==> config.mk <==
export PLATFORM = sky130hd
export DESIGN_NAME = ysyx_23060171_exu_md_flat
export DESIGN_NICKNAME = d
export VERILOG_FILES = /design/src/rtl/ysyx_23060171_exu_pkg.sv /design/src/rtl/ysyx_23060171_exu_md_if.sv /design/src/rtl/ysyx_23060171_muldiv_iter.sv /design/src/rtl/ysyx_23060171_exu_md.sv /design/src/flat_wrapper.sv
export SDC_FILE = /design/constraint.sdc
export NUM_CORES = 1
export LEC_CHECK = 0
export CAP_MARGIN = 20
export CORE_MARGIN = 8
export CORE_UTILIZATION = 40
export DETAILED_ROUTE_END_ITERATION = 10
export GPL_TIMING_DRIVEN = 0
export SLEW_MARGIN = 20
export SYNTH_ARGS = -nofsm -noshare
export SYNTH_HDL_FRONTEND = slang
export SYNTH_HIERARCHICAL = 1
export SYNTH_SLANG_ARGS = --single-unit
==> constraint.sdc <==
create_clock -name clk -period 21 [get_ports clk]
set_clock_uncertainty 0.05 [all_clocks]
set_input_delay 6.3 -clock clk [delete_from_list [all_inputs] [get_ports clk]]
set_output_delay 6.3 -clock clk [all_outputs]
set_load 0.01 [all_outputs]
==> src/rtl/ysyx_23060171_exu_pkg.sv <==
// Shared types for the execute stage: op encoding, FSM states and op-class helpers.
package ysyx_23060171_exu_pkg;

  localparam int unsigned XLEN_DEF = 32;

  typedef enum logic [4:0] {
    OP_ADD    = 5'd0,
    OP_SUB    = 5'd1,
    OP_SLL    = 5'd2,
    OP_SLT    = 5'd3,
    OP_SLTU   = 5'd4,
    OP_XOR    = 5'd5,
    OP_SRL    = 5'd6,
    OP_SRA    = 5'd7,
    OP_OR     = 5'd8,
    OP_AND    = 5'd9,
    OP_MUL    = 5'd16,
    OP_MULH   = 5'd17,
    OP_MULHSU = 5'd18,
    OP_MULHU  = 5'd19,
    OP_DIV    = 5'd20,
    OP_DIVU   = 5'd21,
    OP_REM    = 5'd22,
    OP_REMU   = 5'd23
  } exu_op_e;

  typedef enum logic {
    S_IDLE = 1'b0,
    S_CALC = 1'b1
  } exu_state_e;

  function automatic logic is_muldiv(input exu_op_e op);
    return op inside {OP_MUL, OP_MULH, OP_MULHSU, OP_MULHU,
                      OP_DIV, OP_DIVU, OP_REM, OP_REMU};
  endfunction

  function automatic logic is_div(input exu_op_e op);
    return op inside {OP_DIV, OP_DIVU, OP_REM, OP_REMU};
  endfunction

  function automatic logic is_rem(input exu_op_e op);
    return op inside {OP_REM, OP_REMU};
  endfunction

  function automatic logic is_mulh(input exu_op_e op);
    return op inside {OP_MULH, OP_MULHSU, OP_MULHU};
  endfunction

  function automatic logic a_signed(input exu_op_e op);
    return op inside {OP_MULH, OP_MULHSU, OP_DIV, OP_REM};
  endfunction

  function automatic logic b_signed(input exu_op_e op);
    return op inside {OP_MULH, OP_DIV, OP_REM};
  endfunction

endpackage

==> src/rtl/ysyx_23060171_exu_md_if.sv <==
// Upstream/downstream handshake bundle of the execute stage.
interface ysyx_23060171_exu_md_if #(
  parameter int unsigned XLEN  = 32,
  parameter int unsigned TAG_W = 64
);
  logic             flush;
  logic             in_valid;
  logic             in_ready;
  logic [4:0]       in_op;
  logic [XLEN-1:0]  in_rs1;
  logic [XLEN-1:0]  in_rs2;
  logic [XLEN-1:0]  in_pc;
  logic [XLEN-1:0]  in_imm;
  logic             in_srca;
  logic             in_srcb;
  logic [TAG_W-1:0] in_tag;
  logic             out_valid;
  logic             out_ready;
  logic [XLEN-1:0]  out_result;
  logic [TAG_W-1:0] out_tag;
  logic             busy;

  modport master (
    output flush, in_valid, in_op, in_rs1, in_rs2, in_pc, in_imm,
           in_srca, in_srcb, in_tag, out_ready,
    input  in_ready, out_valid, out_result, out_tag, busy
  );

  modport slave (
    input  flush, in_valid, in_op, in_rs1, in_rs2, in_pc, in_imm,
           in_srca, in_srcb, in_tag, out_ready,
    output in_ready, out_valid, out_result, out_tag, busy
  );
endinterface

==> src/rtl/ysyx_23060171_muldiv_iter.sv <==
// Iterative unsigned shift-add multiplier / restoring divider on operand magnitudes,
// STEP_BITS per cycle; sign correction applied to the final step's value.
module ysyx_23060171_muldiv_iter #(
  parameter int unsigned XLEN      = 32,
  parameter int unsigned STEP_BITS = 1
) (
  input  logic            clk,
  input  logic            rst_n,
  input  logic            start_i,
  input  logic            kill_i,
  input  logic            is_div_i,
  input  logic            hi_sel_i,
  input  logic            neg_i,
  input  logic [XLEN-1:0] a_i,
  input  logic [XLEN-1:0] b_i,
  output logic            done_c,
  output logic [XLEN-1:0] result_c
);
  localparam int unsigned STEPS = XLEN / STEP_BITS;
  localparam int unsigned CNT_W = $clog2(STEPS + 1);

  logic            run_q, is_div_q, hi_sel_q, neg_q;
  logic [CNT_W-1:0] cnt_q;
  logic [XLEN-1:0] hi_q, lo_q, b_q, hi_n, lo_n, sel;
  logic [XLEN:0]   tmp;
  logic [2*XLEN-1:0] prod;

  // hi/lo hold {partial product, multiplier} for mul and {remainder, dividend/quotient} for div
  always_comb begin
    hi_n = hi_q;
    lo_n = lo_q;
    tmp  = '0;
    for (int unsigned s = 0; s < STEP_BITS; s++) begin
      if (is_div_q) begin
        tmp = {hi_n, lo_n[XLEN-1]} - {1'b0, b_q};
        if (!tmp[XLEN]) begin
          hi_n = tmp[XLEN-1:0];
          lo_n = {lo_n[XLEN-2:0], 1'b1};
        end else begin
          hi_n = {hi_n[XLEN-2:0], lo_n[XLEN-1]};
          lo_n = {lo_n[XLEN-2:0], 1'b0};
        end
      end else begin
        tmp = {1'b0, hi_n} + (lo_n[0] ? {1'b0, b_q} : '0);
        {hi_n, lo_n} = {tmp, lo_n[XLEN-1:1]};
      end
    end
  end

  always_comb begin
    prod = {hi_n, lo_n};
    if (neg_q && !is_div_q) prod = -prod;
    sel = hi_sel_q ? prod[2*XLEN-1:XLEN] : prod[XLEN-1:0];
    if (neg_q && is_div_q) sel = -sel;
    result_c = sel;
  end

  assign done_c = run_q && (cnt_q == CNT_W'(STEPS - 1));

  always_ff @(posedge clk or negedge rst_n) begin
    if (!rst_n) begin
      run_q    <= 1'b0;
      cnt_q    <= '0;
      is_div_q <= 1'b0;
      hi_sel_q <= 1'b0;
      neg_q    <= 1'b0;
      hi_q     <= '0;
      lo_q     <= '0;
      b_q      <= '0;
    end else if (kill_i) begin
      run_q <= 1'b0;
      cnt_q <= '0;
    end else if (start_i) begin
      run_q    <= 1'b1;
      cnt_q    <= '0;
      is_div_q <= is_div_i;
      hi_sel_q <= hi_sel_i;
      neg_q    <= neg_i;
      hi_q     <= '0;
      lo_q     <= a_i;
      b_q      <= b_i;
    end else if (run_q) begin
      hi_q <= hi_n;
      lo_q <= lo_n;
      if (done_c) begin
        run_q <= 1'b0;
        cnt_q <= '0;
      end else begin
        cnt_q <= cnt_q + CNT_W'(1);
      end
    end
  end
endmodule

==> src/rtl/ysyx_23060171_exu_md.sv <==
// Handshaked execute stage: operand select, single-cycle ALU, iterative RV32M unit,
// registered result/tag with valid/ready backpressure and flush.
module ysyx_23060171_exu_md
  import ysyx_23060171_exu_pkg::*;
#(
  parameter int unsigned XLEN      = XLEN_DEF,
  parameter int unsigned STEP_BITS = 1,
  parameter int unsigned TAG_W     = 64
) (
  input logic clk,
  input logic rst_n,
  ysyx_23060171_exu_md_if.slave bus
);
  localparam int unsigned SHW = $clog2(XLEN);
  localparam logic [XLEN-1:0] SMIN = {1'b1, {(XLEN-1){1'b0}}};

  exu_op_e          op;
  exu_state_e       state_q, state_d;
  logic [XLEN-1:0]  opa, opb, alu_c, fast_res_c, a_mag, b_mag, md_res_c;
  logic [XLEN-1:0]  out_result_q, out_result_d;
  logic [TAG_W-1:0] out_tag_q, out_tag_d;
  logic             out_valid_q, out_valid_d, busy_q, busy_d;
  logic             dz, ovf, a_neg, b_neg, md_neg, md_hi, start_c, md_done_c, accept;
  logic [SHW-1:0]   shamt;

  assign op    = exu_op_e'(bus.in_op);
  assign opa   = bus.in_srca ? bus.in_pc : bus.in_rs1;
  assign opb   = bus.in_srcb ? bus.in_imm : bus.in_rs2;
  assign shamt = opb[SHW-1:0];

  assign bus.in_ready = (state_q == S_IDLE) && (!out_valid_q || bus.out_ready) && !bus.flush;
  assign accept       = bus.in_valid && bus.in_ready;

  // Unknown encodings fall through to ADD
  always_comb begin
    case (op)
      OP_SUB:  alu_c = opa - opb;
      OP_SLL:  alu_c = opa << shamt;
      OP_SLT:  alu_c = XLEN'($signed(opa) < $signed(opb));
      OP_SLTU: alu_c = XLEN'(opa < opb);
      OP_XOR:  alu_c = opa ^ opb;
      OP_SRL:  alu_c = opa >> shamt;
      OP_SRA:  alu_c = XLEN'($signed(opa) >>> shamt);
      OP_OR:   alu_c = opa | opb;
      OP_AND:  alu_c = opa & opb;
      default: alu_c = opa + opb;
    endcase
  end

  assign a_neg  = a_signed(op) && opa[XLEN-1];
  assign b_neg  = b_signed(op) && opb[XLEN-1];
  assign a_mag  = a_neg ? -opa : opa;
  assign b_mag  = b_neg ? -opb : opb;
  assign md_neg = is_rem(op) ? a_neg : (a_neg ^ b_neg);
  assign md_hi  = is_rem(op) || is_mulh(op);

  // Divide-by-zero and signed overflow resolve in one cycle without iterating
  assign dz  = is_div(op) && (opb == '0);
  assign ovf = (op == OP_DIV || op == OP_REM) && (opa == SMIN) && (&opb);

  always_comb begin
    fast_res_c = alu_c;
    if (dz)       fast_res_c = is_rem(op) ? opa : '1;
    else if (ovf) fast_res_c = is_rem(op) ? '0 : opa;
  end

  ysyx_23060171_muldiv_iter #(.XLEN(XLEN), .STEP_BITS(STEP_BITS)) u_muldiv (
    .clk      (clk),
    .rst_n    (rst_n),
    .start_i  (start_c),
    .kill_i   (bus.flush),
    .is_div_i (is_div(op)),
    .hi_sel_i (md_hi),
    .neg_i    (md_neg),
    .a_i      (a_mag),
    .b_i      (b_mag),
    .done_c   (md_done_c),
    .result_c (md_res_c)
  );

  always_comb begin
    state_d      = state_q;
    out_valid_d  = out_valid_q;
    out_result_d = out_result_q;
    out_tag_d    = out_tag_q;
    busy_d       = busy_q;
    start_c      = 1'b0;
    if (out_valid_q && bus.out_ready) out_valid_d = 1'b0;
    if (bus.flush) begin
      state_d     = S_IDLE;
      out_valid_d = 1'b0;
      busy_d      = 1'b0;
    end else begin
      case (state_q)
        S_IDLE: begin
          if (accept) begin
            out_tag_d = bus.in_tag;
            if (is_muldiv(op) && !dz && !ovf) begin
              state_d = S_CALC;
              busy_d  = 1'b1;
              start_c = 1'b1;
            end else begin
              out_valid_d  = 1'b1;
              out_result_d = fast_res_c;
            end
          end
        end
        S_CALC: begin
          if (md_done_c) begin
            state_d      = S_IDLE;
            busy_d       = 1'b0;
            out_valid_d  = 1'b1;
            out_result_d = md_res_c;
          end
        end
        default: state_d = S_IDLE;
      endcase
    end
  end

  always_ff @(posedge clk or negedge rst_n) begin
    if (!rst_n) begin
      state_q      <= S_IDLE;
      out_valid_q  <= 1'b0;
      out_result_q <= '0;
      out_tag_q    <= '0;
      busy_q       <= 1'b0;
    end else begin
      state_q      <= state_d;
      out_valid_q  <= out_valid_d;
      out_result_q <= out_result_d;
      out_tag_q    <= out_tag_d;
      busy_q       <= busy_d;
    end
  end

  assign bus.out_valid  = out_valid_q;
  assign bus.out_result = out_result_q;
  assign bus.out_tag    = out_tag_q;
  assign bus.busy       = busy_q;
endmodule

==> src/flat_wrapper.sv <==
// flat-port wrapper written by rule: the top's interface ports become plain ports
module ysyx_23060171_exu_md_flat import ysyx_23060171_exu_pkg::*;
#(
  parameter int unsigned XLEN      = XLEN_DEF,
  parameter int unsigned STEP_BITS = 1,
  parameter int unsigned TAG_W     = 64
)
  (clk, rst_n, bus_flush, bus_in_valid, bus_in_op, bus_in_rs1, bus_in_rs2, bus_in_pc, bus_in_imm, bus_in_srca, bus_in_srcb, bus_in_tag, bus_out_ready, bus_in_ready, bus_out_valid, bus_out_result, bus_out_tag, bus_busy);
  ysyx_23060171_exu_md_if #(.XLEN(XLEN), .TAG_W(TAG_W)) bus_i ();
  input logic clk;
  input logic rst_n;
  input wire logic [$bits(bus_i.flush)-1:0] bus_flush;
  input wire logic [$bits(bus_i.in_valid)-1:0] bus_in_valid;
  input wire logic [$bits(bus_i.in_op)-1:0] bus_in_op;
  input wire logic [$bits(bus_i.in_rs1)-1:0] bus_in_rs1;
  input wire logic [$bits(bus_i.in_rs2)-1:0] bus_in_rs2;
  input wire logic [$bits(bus_i.in_pc)-1:0] bus_in_pc;
  input wire logic [$bits(bus_i.in_imm)-1:0] bus_in_imm;
  input wire logic [$bits(bus_i.in_srca)-1:0] bus_in_srca;
  input wire logic [$bits(bus_i.in_srcb)-1:0] bus_in_srcb;
  input wire logic [$bits(bus_i.in_tag)-1:0] bus_in_tag;
  input wire logic [$bits(bus_i.out_ready)-1:0] bus_out_ready;
  output wire logic [$bits(bus_i.in_ready)-1:0] bus_in_ready;
  output wire logic [$bits(bus_i.out_valid)-1:0] bus_out_valid;
  output wire logic [$bits(bus_i.out_result)-1:0] bus_out_result;
  output wire logic [$bits(bus_i.out_tag)-1:0] bus_out_tag;
  output wire logic [$bits(bus_i.busy)-1:0] bus_busy;
  assign bus_i.flush = bus_flush;
  assign bus_i.in_valid = bus_in_valid;
  assign bus_i.in_op = bus_in_op;
  assign bus_i.in_rs1 = bus_in_rs1;
  assign bus_i.in_rs2 = bus_in_rs2;
  assign bus_i.in_pc = bus_in_pc;
  assign bus_i.in_imm = bus_in_imm;
  assign bus_i.in_srca = bus_in_srca;
  assign bus_i.in_srcb = bus_in_srcb;
  assign bus_i.in_tag = bus_in_tag;
  assign bus_i.out_ready = bus_out_ready;
  assign bus_in_ready = bus_i.in_ready;
  assign bus_out_valid = bus_i.out_valid;
  assign bus_out_result = bus_i.out_result;
  assign bus_out_tag = bus_i.out_tag;
  assign bus_busy = bus_i.busy;
  ysyx_23060171_exu_md #(.XLEN(XLEN), .STEP_BITS(STEP_BITS), .TAG_W(TAG_W)) u_core (.clk(clk), .rst_n(rst_n), .bus(bus_i));
endmodule
Word level (Yosys, flattened, before mapping)
Index checks and enable logic that the tools add are counted.

storage, ports and cells
  register bits = 205
  bits in latches = 0
  RAM bits = 0
  ROM bits = 0
  output and inout port bits = 99
  logic and storage cells = 146
  memories kept = 0

cells by class
  add/subtract/negate cells = 9
  multipliers = 0
  div/mod/pow operators = 0
  magnitude comparators = 2
  eq/ne operators = 25
  shift operators = 3
  multiplexer cells = 51
  bitwise operators = 6
  reduce and logical (&&, ||, !) cells = 37

operator list
  cell                                                              count
  32-bit two-way mux                                                21
  32-bit case mux with 9 select lines                               1
  32-bit negation                                                   3
  32-bit < comparator                                               2
  64-bit two-way mux                                                1
  64-bit negation                                                   1
  32-bit case mux with 2 select lines                               1
  5-bit == test (second input constant)                             8
  32-bit by 32-bit adder with 33-bit output                         1
  33-bit by 32-bit subtractor with 33-bit output                    1
  32-bit adder                                                      1
  32-bit AND                                                        1
  32-bit == test (second input constant)                            1
  32-bit zero test                                                  1
  32-bit OR                                                         1
  32-bit AND reduction                                              1
  32-bit by 5-bit left shift with 32-bit output                     1
  32-bit by 5-bit >> shifter with 32-bit output                     1
  32-bit by 5-bit >>> shifter with 32-bit output                    1
  32-bit subtractor                                                 1
  32-bit XOR                                                        1
  6-bit two-way mux                                                 4
  5-bit by 3-bit == test with 1-bit output (second input constant)  4
  1-bit two-way mux                                                 20
  other kinds (22)                                                  54

Depth between registers and ports, before layout
  depth in word-level cells = 12
  depth in mapped cells = 33
  depth with buffers taken out = 31

Cells and area by module
Netlist, hierarchy kept.

modules (own cells, without submodules)
  module                     times used  cells an instance  area each (µm²)
  ysyx_23060171_exu_md       1           2077               15447.3
  ysyx_23060171_muldiv_iter  1           1681               12587.1

Least setup slack after synthesis
Ideal clock, no wire load.

  path kind = input to output
  from = in bus_flush
  to = out bus_in_ready
  arrival = 6849 ps
  data required time = 14650 ps
  slack = 7801 ps
  cell stages on the path = 2
  buffers on the path = 1
  cell sequence = clkbuf_1 -> nor3b_1

on the way
  cells in the longest elaborated chain, start to end = 2

RTL lines
  item                RTL line                    source
  start: declaration  flat_wrapper.sv:12          input wire logic [$bits(bus_i.flush)-1:0] bus_flush;
  1-bit zero test     ysyx_23060171_exu_md.sv:31  assign bus.in_ready = (state_q == S_IDLE) && (!out_valid_q || bus.out_ready) && !bus.flush;
  1-bit logical AND   ysyx_23060171_exu_md.sv:31
  end: declaration    flat_wrapper.sv:23          output wire logic [$bits(bus_i.in_ready)-1:0] bus_in_ready;

No other way between the ends.

Worst setup path after layout
  from = in bus_in_srcb
  to = reg u_core.u_muldiv.hi_q[26]

on the way
  cells in the longest elaborated chain, start to end = 12

RTL lines
  item                           RTL line                         source
  start: declaration             flat_wrapper.sv:20               input wire logic [$bits(bus_i.in_srcb)-1:0] bus_in_srcb;
  32-bit two-way mux *           ysyx_23060171_exu_md.sv:28       assign opb = bus.in_srcb ? bus.in_imm : bus.in_rs2;
  32-bit zero test               ysyx_23060171_exu_md.sv:58       assign dz = is_div(op) && (opb == '0);
  1-bit logical AND              ysyx_23060171_exu_md.sv:58
  1-bit zero test                ysyx_23060171_exu_md.sv:98       if (is_muldiv(op) && !dz && !ovf) begin
  1-bit logical AND              ysyx_23060171_exu_md.sv:98
  1-bit logical AND *            ysyx_23060171_exu_md.sv:98
  1-bit two-way mux *            ysyx_23060171_exu_md.sv:98
  1-bit two-way mux *            ysyx_23060171_exu_md.sv:96       if (accept) begin
  1-bit two-way mux *            ysyx_23060171_exu_md.sv:94       case (state_q)
  1-bit two-way mux *            ysyx_23060171_exu_md.sv:89       if (bus.flush) begin
  named net u_core.start_c       ysyx_23060171_exu_md.sv:23       logic dz, ovf, a_neg, b_neg, md_neg, md_hi, start_c, md_done_c, accept;
  2-bit nonzero test (no line)   -
  2-bit AND reduction (no line)  -
  end signal: assignment         ysyx_23060171_muldiv_iter.sv:83  hi_q <= hi_n;
  end: declaration               ysyx_23060171_muldiv_iter.sv:24  logic [XLEN-1:0] hi_q, lo_q, b_q, hi_n, lo_n, sel;

The timed path passes the listed nets; every way through them passes the cells marked *.
A chain may end at the register's enable or synchronous reset.

==> results.py <==
metrics = {
    "outcome": {
        "outcome": "finished clean",
    },
    "clock_network": {
        "clk_pin_slew_ns": 0.06,
        "cts_tree": "built",
        "cts-root-buf": "clkbuf_16",
        "ctsHoldBuffers": 0,
        "numCtsBuffers": 26,
        "h-tree-depth": 1,
        "clk_path_buf_depth": 3,
        "post_cts.repair.setup_buffers": 0,
        "clock_latency_ns": 0.61,
        "ctsResizeCount": 0,
        "clock_sinks": 205,
    },
    "placement": {
        "portBuffers": 302,
        "hpwl_microns": 138000,
        "gp_congestion": 1.06,
    },
    "floorplanning": {
        "rows": 97,
        "die_x_microns": 281,
        "die_h_microns": 281,
        "die-area_sq_um": 78800,
        "initial_core_util_pct": 40.2,
        "coreArea_sq_um": 69700,
        "ios": 303,
    },
    "synth": {
        "syn_area_per_cell_sq_um": 7.46,
        "synth_mux_area_share_pct": 11.3,
        "netlist_top_cells_area": "dfrtp_1 18%, ha_1 7.5%, mux2i_1 7.4%",
        "ys_async_sr_fraction_pct": 100,
        "ys.flop_type": "dfrtp_1",
        "synth_compound_area_share_pct": 29.4,
        "yosysTopAreaCellShare_pct": 18.3,
        "syn_area_sq_um": 28000,
        "synth_top_family_by_area": "compound AO/OA/AOI/OAI gates",
        "synth_simple_gate_area_share_pct": 21.4,
        "yosysTopAreaCell": "dfrtp_1",
        "yosysWarnings": 6,
        "yosys.area_share.xor_xnor_pct": 6.11,
        "netlist_instances": 3758,
        "netlist-cell-type-count": 115,
        "yosysSeqAreaShare_pct": 18.3,
        "ys_seq_elements": 205,
        "synth_edf_count": 0,
        "synthAdderAreaFrac_pct": 7.74,
        "synth_nets": 4133,
    },
    "route": {
        "ant_nets": 0,
        "first_iter_violations": 4365,
        "avgRoutedWirePerCell_microns": 33.2,
        "drt-pass1-iter-count": 7,
        "vias": 33700,
        "drc": 0,
        "viasPerCell": 6.65,
        "wl_microns": 168000,
    },
    "grt": {
        "grt_max_degree": 94,
        "antenna_found_initial": 6,
        "grt_first_pass_wirelength_microns": 235000,
        "grt_pass1_vias": 32000,
        "grt_util_all_layers_pct": 40.7,
        "overflow": 0,
    },
    "pwr": {
        "p_leak_nw": 13.5,
        "power.total_mw": 3.60,
        "ir_worst_vdd_uv": 71.7,
        "power.density_nw_per_um2": 108,
    },
    "worst_setup_path": {
        "crit_type": "input pin to register",
        "cp-end-kind": "register",
        "arrival_ns": 16.20,
        "r2r-start": "u_core/u_muldiv/lo_q[31]",
        "crit_path_max_fanout": 12,
        "start_kind": "input pin",
        "startpoint": "bus_in_srcb",
        "critical_path_required_ns": 21.37,
    },
    "sta": {
        "worst_pin_slew_ns": 1.24,
        "slew_violations": 0,
        "rsz0062_at_grt": "false",
        "final-setup-viol-count": 0,
        "relSlewSlack_pct": 15.0,
        "fin_tns_setup_ns": 0,
        "hold_viol": 0,
        "post-route-period-util_pct": 75.4,
        "fmax_mhz": 63.2,
        "fin_crit_ns": 15.83,
    },
    "finish": {
        "num-nets-final": 4473,
        "syn_to_final_growth_pct": 19.0,
        "num-fill-cells": 7211,
        "drive_gt1_share_pct": 7.07,
    },
    "job": {
        "cap_violations": 0,
    },
    "min_path": {
        "hp-start": "u_core/bus.out_tag[63]",
        "min_path_type": "register to register",
    },
}
==> layout by cell type, fill, tap and decap left out, drive strengths merged, types with 147 or more instances in the layout <==
master / instances
a21oi: 308
clkbuf: 219
clkdlybuf4s50: 301
dfrtp: 205
ha: 167
inv: 158
mux2i: 212
nand2: 385
nor2: 290
o21ai: 321
xnor2: 147
==> state kept, by name, indices dropped and copies added, names as in the netlist, 6 cells and up <==
| name | flops |
|---|---|
| u_core/bus.out_result | 32 |
| u_core/bus.out_tag | 64 |
| u_core/u_muldiv/b_q | 32 |
| u_core/u_muldiv/cnt_q | 6 |
| u_core/u_muldiv/hi_q | 32 |
| u_core/u_muldiv/lo_q | 32 |
==> kinds of logic (layout without fill, tap and decap cells) <==
kind of cell,count (synthesis),count (layout)
AO/OA/AOI/OAI,1255,1255
AND/OR/NAND/NOR,1220,1220
buffers and inverters,414,774
multiplexers,299,299
flip-flops,205,205
XOR/XNOR,194,194
adder cells (fa/ha/maj),171,171
other,0,3
==> critical path: stages <==
cell,delay (ns)
clkdlybuf4s50_1,0.59
buf_1,0.71
buf_2,0.47
mux2i_2,0.73
clkbuf_1,0.46
clkbuf_1,0.61
clkbuf_1,0.70
ha_1,0.50
o211ai_1,0.37
nor3_1,0.52
nand4_1,0.67
o31a_1,0.43
nand2_1,0.14
nor2_1,0.09
clkbuf_1,0.41
o21bai_2,0.87
or2_2,0.23
clkbuf_1,0.63
clkbuf_1,0.54
o21ai_0,0.16
==> cell type report <==
| class | instances | area [sq um] | area share (%) |
|---|---|---|---|
| multi-input combinational | 3139 | 21400 | 64.3 |
| sequential | 205 | 5130 | 15.4 |
| timing repair buffer | 312 | 3150 | 9.45 |
| tap | 940 | 1180 | 3.52 |
| buffer | 256 | 1020 | 3.06 |
| clock buffer | 31 | 689 | 2.07 |
| inverter | 158 | 593 | 1.78 |
| clock inverter | 17 | 160 | 0.480 |
| antenna | 3 | 7.51 | 0.0225 |
==> final timing paths <==
| check | endpoint | slack (ns) | cells after the start |
|---|---|---|---|
| max | u_core/u_muldiv/hi_q[26] | 5.17 | 20 |
| min | u_core/bus.out_tag[63] | 0.45 | 1 |
| max reg2reg | u_core/bus.out_result[29] | 11.47 | 33 |
| min reg2reg | u_core/bus.out_tag[63] | 0.45 | 1 |
| max in group asynchronous | u_core/bus.out_tag[50] | 14.43 | 2 |
| min in group asynchronous | u_core/u_muldiv/cnt_q[4] | 5.56 | 1 |
==> metrics by stage <==
stage | setup WS, ns | hold slack, ns | instance area [sq um] | cells | util (%)
6_report | 5.17 | 0.451 | 33400 | 5061 | 47.9
5_1_grt | 5.31 | 0.458 | 33400 | 5058 | 47.9
4_1_cts | 5.63 | 0.455 | 33300 | 5057 | 47.9
3_5_place_dp | 5.09 | 0.442 | 32500 | 5009 | 46.6
3_3_place_gp | 4.23 | 0.436 | 32200 | 5000 | 46.3
2_1_floorplan | 7.80 | 0.435 | 28000 | 3758 | -
==> cell usage after synthesis (all sizes together), types with 71 or more instances <==
cell / number
nand2: 385
o21ai: 321
a21oi: 308
nor2: 290
mux2i: 212
dfrtp: 205
clkbuf: 187
ha: 167
inv: 158
xnor2: 147
nor3: 101
mux2: 85
nand3: 78
a31oi: 71
==> routing by layer <==
metal  track usage (%)  share of wire (%)  up-vias
met1              49.5                 38    16300
met4              27.7                8.4        4
met3              9.45                9.4      561
met5                 0              0.016        -
met2              63.6                 44     2117
li1                  -                  -    14700
==> power breakdown <==
group	internal, mW	switching (mW)	leakage, nW
Sequential	0.501	0.140	2.55
Combinational	0.876	1.62	10.5
Clock	0.260	0.204	0.413
Total	1.64	1.97	13.5
Power figures use the tool's default switching activity.
